File: config.mk
export PLATFORM = sky130hd
export DESIGN_NAME = vga_timing_controller
export DESIGN_NICKNAME = d
export VERILOG_FILES = /design/src/rtl/vga_timing_controller.sv
export SDC_FILE = /design/constraint.sdc
export NUM_CORES = 1
export LEC_CHECK = 0
export ABC_AREA = 0
export CORE_UTILIZATION = 44
export CTS_CLUSTER_SIZE = 25
export DETAILED_ROUTE_END_ITERATION = 8
export DONT_BUFFER_PORTS = 1
export GPL_TIMING_DRIVEN = 0
export SLEW_MARGIN = 20
export SYNTH_ARGS = -nofsm -noshare
export SYNTH_HDL_FRONTEND = slang
export SYNTH_SLANG_ARGS = --single-unit
File: constraint.sdc
create_clock -name clock -period 3.5 [get_ports clock]
set_input_delay 0.175 -clock clock [delete_from_list [all_inputs] [get_ports clock]]
set_output_delay 0.175 -clock clock [all_outputs]
set_load 0.01 [all_outputs]
File: src/rtl/vga_timing_controller.sv
// -----------------------------------------------------------------------------
// vga_timing_controller
//
// Raster sequencer for a 640x480 VGA display. A clock-enable divider marks the
// last system clock of every pixel period; on that clock the horizontal
// counter advances, and on a line wrap the vertical counter advances. Sync,
// display-enable and the line/frame start pulses are registered from the
// next-state counters so they always line up with the coordinates presented
// in the same cycle.
//
// Ports:
//   clock          in   system clock, all state changes on its rising edge
//   reset_n        in   asynchronous active-low reset
//   run            in   1 = raster running, 0 = held idle at the origin
//   pixel_tick     out  high on the last system clock of each pixel period
//   pixel_x        out  horizontal position, 0..H_TOTAL-1
//   pixel_y        out  vertical position, 0..V_TOTAL-1
//   hsync          out  horizontal sync, active low
//   vsync          out  vertical sync, active low
//   display_enable out  high inside the visible window
//   line_start     out  one-clock pulse when pixel_x becomes 0
//   frame_start    out  one-clock pulse when the position becomes (0,0)
// -----------------------------------------------------------------------------
module vga_timing_controller #(
  parameter int DIV    = 8,
  parameter int H_VIS  = 640,
  parameter int H_FP   = 16,
  parameter int H_SYNC = 96,
  parameter int H_BP   = 48,
  parameter int V_VIS  = 480,
  parameter int V_FP   = 10,
  parameter int V_SYNC = 2,
  parameter int V_BP   = 33
) (
  input  logic       clock,
  input  logic       reset_n,
  input  logic       run,
  output logic       pixel_tick,
  output logic [9:0] pixel_x,
  output logic [9:0] pixel_y,
  output logic       hsync,
  output logic       vsync,
  output logic       display_enable,
  output logic       line_start,
  output logic       frame_start
);

  localparam int H_TOTAL = H_VIS + H_FP + H_SYNC + H_BP;
  localparam int V_TOTAL = V_VIS + V_FP + V_SYNC + V_BP;

  localparam logic [7:0] DIV_LAST = 8'(DIV - 1);
  localparam logic [9:0] H_LAST   = 10'(H_TOTAL - 1);
  localparam logic [9:0] V_LAST   = 10'(V_TOTAL - 1);

  typedef enum logic {
    ST_IDLE,
    ST_RUN
  } run_state_e;

  typedef enum logic [1:0] {
    HP_VIS,
    HP_FP,
    HP_SYNC,
    HP_BP
  } h_phase_e;

  typedef enum logic [1:0] {
    VP_VIS,
    VP_FP,
    VP_SYNC,
    VP_BP
  } v_phase_e;

  // Horizontal phase is a pure decode of the pixel column.
  function automatic h_phase_e h_phase(input logic [9:0] x);
    if (x < 10'(H_VIS))                        return HP_VIS;
    else if (x < 10'(H_VIS + H_FP))            return HP_FP;
    else if (x < 10'(H_VIS + H_FP + H_SYNC))   return HP_SYNC;
    else                                       return HP_BP;
  endfunction

  // Vertical phase is a pure decode of the line number.
  function automatic v_phase_e v_phase(input logic [9:0] y);
    if (y < 10'(V_VIS))                        return VP_VIS;
    else if (y < 10'(V_VIS + V_FP))            return VP_FP;
    else if (y < 10'(V_VIS + V_FP + V_SYNC))   return VP_SYNC;
    else                                       return VP_BP;
  endfunction

  run_state_e state_q, state_d;
  logic [7:0] div_q, div_d;
  logic [9:0] x_q, x_d;
  logic [9:0] y_q, y_d;
  logic       hsync_q, hsync_d;
  logic       vsync_q, vsync_d;
  logic       de_q, de_d;
  logic       ls_q, ls_d;
  logic       fs_q, fs_d;
  logic       tick;
  h_phase_e   h_ph_d;
  v_phase_e   v_ph_d;

  assign tick = (state_q == ST_RUN) && (div_q == DIV_LAST);

  always_comb begin
    state_d = state_q;
    div_d   = div_q;
    x_d     = x_q;
    y_d     = y_q;
    ls_d    = 1'b0;
    fs_d    = 1'b0;

    case (state_q)
      ST_IDLE: begin
        div_d = '0;
        x_d   = '0;
        y_d   = '0;
        // Starting the raster is itself a line and frame boundary.
        if (run) begin
          state_d = ST_RUN;
          ls_d    = 1'b1;
          fs_d    = 1'b1;
        end
      end
      ST_RUN: begin
        if (!run) begin
          // Abort immediately: no partial-line completion, no resume.
          state_d = ST_IDLE;
          div_d   = '0;
          x_d     = '0;
          y_d     = '0;
        end else if (tick) begin
          div_d = '0;
          if (x_q == H_LAST) begin
            x_d  = '0;
            ls_d = 1'b1;
            if (y_q == V_LAST) begin
              y_d  = '0;
              fs_d = 1'b1;
            end else begin
              y_d = y_q + 10'd1;
            end
          end else begin
            x_d = x_q + 10'd1;
          end
        end else begin
          div_d = div_q + 8'd1;
        end
      end
      default: state_d = ST_IDLE;
    endcase

    // Outputs are decoded from the next-state counters so they are aligned
    // with the coordinates that will be presented alongside them.
    h_ph_d  = h_phase(x_d);
    v_ph_d  = v_phase(y_d);
    hsync_d = !((state_d == ST_RUN) && (h_ph_d == HP_SYNC));
    vsync_d = !((state_d == ST_RUN) && (v_ph_d == VP_SYNC));
    de_d    = (state_d == ST_RUN) && (h_ph_d == HP_VIS) && (v_ph_d == VP_VIS);
  end

  always_ff @(posedge clock or negedge reset_n) begin
    if (!reset_n) begin
      state_q <= ST_IDLE;
      div_q   <= '0;
      x_q     <= '0;
      y_q     <= '0;
      hsync_q <= 1'b1;
      vsync_q <= 1'b1;
      de_q    <= 1'b0;
      ls_q    <= 1'b0;
      fs_q    <= 1'b0;
    end else begin
      state_q <= state_d;
      div_q   <= div_d;
      x_q     <= x_d;
      y_q     <= y_d;
      hsync_q <= hsync_d;
      vsync_q <= vsync_d;
      de_q    <= de_d;
      ls_q    <= ls_d;
      fs_q    <= fs_d;
    end
  end

  assign pixel_tick     = tick;
  assign pixel_x        = x_q;
  assign pixel_y        = y_q;
  assign hsync          = hsync_q;
  assign vsync          = vsync_q;
  assign display_enable = de_q;
  assign line_start     = ls_q;
  assign frame_start    = fs_q;

endmodule

==> qor.csv <==
stage,metric,value,unit
run_status,outcome,"complete, no violations",
worst_setup_path,Worst path top cell family by delay,simple AND/OR/NAND/NOR gates,
finish,final core utilization,51.0,%
timing,relative slew slack,57.1,%
timing,RSZ-0062 raised after global routing,no,
power_and_ir_drop,PnR Total Power,719,uW
placement,# port buffers,0,
worst_setup_path,"Cell Chain, Critical Path","ha_1, and4_1, and3_1, clkbuf_1, a31oi_1, a211oi_2, or4b_1, or4b_1",
timing,skew final,0.00697,ns
clock_tree,clock buffer count from CTS,5,
power_and_ir_drop,clock power share,41.2,%
global_route,gr usage total,21.6,%
worst_setup_path,type of origin of the critical path,flip-flop,
global_route,GRT Residual Overflow,0,
synthesis,Syn Nets,208,
placement,Post-DP Area,0.00194,sq mm
timing,final slew viol count,0,
timing,final setup TNS,0,ns
worst_setup_path,Critical Path Sink Type,flip-flop,
worst_setup_path,CP max FO,8,
worst_setup_path,CP Data Arrival Time,3.29,ns
floorplanning,I/O pin count,29,
clock_tree,CTS root buffer,clkbuf_8,
route,Detail Route Antenna Nets,0,
power_and_ir_drop,Internal,562,uW
finish,final instance area,0.00207,sq mm
finish,fillers,371,
finish,Final nets,218,
global_route,first-pass GRT wire length,7140,um
hold_path,class of the worst hold path,in -> reg,
route,drt first-iter violations,111,
worst_setup_path,Worst path most repeated cell,or4b_1,
finish,share of layout cells above drive strength 1,9.91,%
timing,highest clock rate,323,MHz
worst_setup_path,Worst Path Buf+Inv,1,
synthesis,number of synthesized flops with an enable pin,0,
route,first-pass detailed-route iteration total,4,
placement,placed cell count,251,
power_and_ir_drop,Flop pwr share,55.6,%
route,average wire per standard cell,16.3,um
synthesis,Synth cell types,47,
clock_tree,Clock Latency Late Sink,0.28,ns
global_route,largest net degree at the start of global routing,35,
floorplanning,Die H,67.3,um
power_and_ir_drop,Pwr per Cell Area,348,mW/mm^2
route,detailed-route wire length,4280,um
power_and_ir_drop,Sw Share,21.9,%
power_and_ir_drop,Comb pwr share,3.2,%
finish,Non-Filler Instances,262,
synthesis,ys async rst share,100,%
finish,P&R area growth vs syn,10.3,%
synthesis,Synth Cell Area,0.00188,sq mm
route,via count,1569,
worst_setup_path,worst endpoint required time,3.69,ns
timing,final worst slack,0.405,ns
clock_tree,CTS tree,done,
global_route,initial antenna violation count,0,
timing,WHS,0.0295,ns
power_and_ir_drop,Leakage Power,0.807,nW
placement,Place WS,0.509,ns
timing,"Setup violations, final",0,
floorplanning,starting density of the core,46.2,%
route,vias per cell,5.99,
timing,Worst Max-Slew Pin Slew,0.638,ns
finish,ANT cells,0,
clock_tree,CTS resizes,0,
floorplanning,core area,0.00406,sq mm
clock_tree,clk slew on worst S/H paths,0.07,ns
synthesis,synth warn,0,
worst_setup_path,max incr delay on CP,0.53,ns
power_and_ir_drop,peak supply drop,199,uV
synthesis,Post-synth top flop,dfrtp_1,
synthesis,Mapped Avg Cell Area,9.33,sq um
floorplanning,die area,0.00453,sq mm
placement,DP Wirelength,3020,um
floorplanning,Site Rows,23,
clock_tree,# clock sinks,34,
floorplanning,die width,67.3,um
synthesis,"Seq/Total Area, Yosys",45.5,%
placement,Final GP Congestion,0.817,
timing,Period minus WS final,3.10,ns
clock_tree,H-tree depth,2,
synthesis,Post-Syn Instances,201,
clock_tree,CTS Buffer Depth,2,
global_route,vias in the first global route,1515,
flow_run,total of max-cap violations,0,
timing,final worst-path cycle share,88.4,%
worst_setup_path,"Slowest-stage cell, CP",or4b_1,
power_and_ir_drop,P_sw,157,uW
timing,final-report hold violation count,0,
worst_setup_path,critical path class,reg -> reg,
synthesis,Seq cells post-synth,34,
route,drc violations,0,
==> area by class of cell <==
| cell class | instances | area [sq um] | area share, % |
|---|---|---|---|
| flip-flops and latches | 34 | 853 | 41.2 |
| clock inverters | 1 | 5.00 | 0.242 |
| inverters | 4 | 15.0 | 0.726 |
| clock buffers | 7 | 86.3 | 4.17 |
| multi-input cells | 157 | 977 | 47.2 |
| repair buffers | 3 | 40.0 | 1.93 |
| plain buffers | 6 | 30.0 | 1.45 |
| well taps | 50 | 62.6 | 3.02 |
==> sequential cells by signal, summed over array words and instances (netlist names) <==
| register | cells |
|---|---|
| state_q | 1 |
| line_start | 1 |
| display_enable | 1 |
| hsync | 1 |
| vsync | 1 |
| pixel_y | 10 |
| div_q | 8 |
| pixel_x | 10 |
| frame_start | 1 |
==> cell usage after synthesis, types with 2 or more instances <==
| cell | count | share of area, % |
|---|---|---|
| a31oi_1 | 4 | 1.3 |
| and4_1 | 2 | 0.93 |
| nand2_1 | 20 | 4.0 |
| xor2_1 | 8 | 3.7 |
| or4b_1 | 3 | 1.6 |
| xnor2_1 | 7 | 3.3 |
| and2_1 | 2 | 0.67 |
| a21oi_1 | 10 | 2.7 |
| o21ai_0 | 4 | 1.1 |
| clkbuf_1 | 5 | 1.0 |
| ha_1 | 4 | 2.7 |
| dfstp_2 | 2 | 2.8 |
| dfrtp_1 | 32 | 43 |
| nor3_1 | 9 | 2.4 |
| or3_1 | 3 | 1.0 |
| or2_2 | 3 | 1.0 |
| inv_1 | 4 | 0.80 |
| nand3_1 | 9 | 2.4 |
| nand3b_1 | 2 | 0.80 |
| and3_1 | 7 | 2.3 |
| nor4b_1 | 2 | 0.93 |
| a21boi_0 | 2 | 0.80 |
| nor2_1 | 26 | 5.2 |
| nor4_1 | 3 | 1.0 |
| nand4_1 | 6 | 2.0 |
==> worst paths after layout <==
path                                  from          end  slack (ns)  cells after the start
worst max-delay path            pixel_x[0]        vsync        0.40                      8
worst min-delay path                   run  frame_start        0.03                      1
worst max register to register  pixel_x[0]        vsync        0.40                      8
worst min register to register    div_q[0]     div_q[0]        0.50                      1
max in group asynchronous          reset_n        vsync        2.91                      2
min in group asynchronous          reset_n   pixel_y[4]        0.34                      2
==> metal layers <==
metal	vias up	part of all wire [%]	global-route usage, %
met3	9	6.1	6.59
met5	-	0	0
li1	745	-	-
met4	0	2.2	11.2
met1	771	45	26.7
met2	44	47	33.9
==> worst reg2reg max path, delay by kind of cell, from the launching register on <==
kind | cells | cell delay (ns)
DFF | 1 | 0.51
buffers and inverters | 1 | 0.31
adders and majority gates | 1 | 0.26
and+or+nand+nor | 4 | 1.45
AOI/OAI and AO/OA | 2 | 0.46
==> cell families after synthesis <==
family | count (synthesis) | share of synthesized area, %
simple gates | 108 | 32.0
xor+xnor | 15 | 7.00
buf+inv | 10 | 2.40
mux | 1 | 0.534
flops | 34 | 45.5
fa+ha+maj | 4 | 2.67
compound gates | 29 | 9.94
==> what timing repair did <==
action | in CTS | in global routing
setup endpoints to repair | 0 | 0
hold buffers | 3 | 0
hold endpoints to repair | 35 | 0
buffers inserted | 0 | 0
==> power groups by stage <==
stage / clock network [mW] / logic [mW] / registers [mW]
floorplan: 0 / 0.00819 / 0.407
global placement: 0 / 0.0113 / 0.407
detailed placement: 0 / 0.0113 / 0.408
CTS: 0.304 / 0.0239 / 0.400
global route: 0.323 / 0.0263 / 0.400
finish: 0.296 / 0.0231 / 0.400
==> layout by cell type (no fill, tap or decap), types with 6 or more instances in the layout <==
cell,n
nor3_1,9
clkbuf_1,6
nand4_1,6
a21oi_1,10
clkbuf_8,6
nand3_1,9
nand2_1,20
xnor2_1,7
nor2_1,26
and3_1,7
dfrtp_1,32
xor2_1,8
No activity file was read; power rests on OpenSTA's default activity.
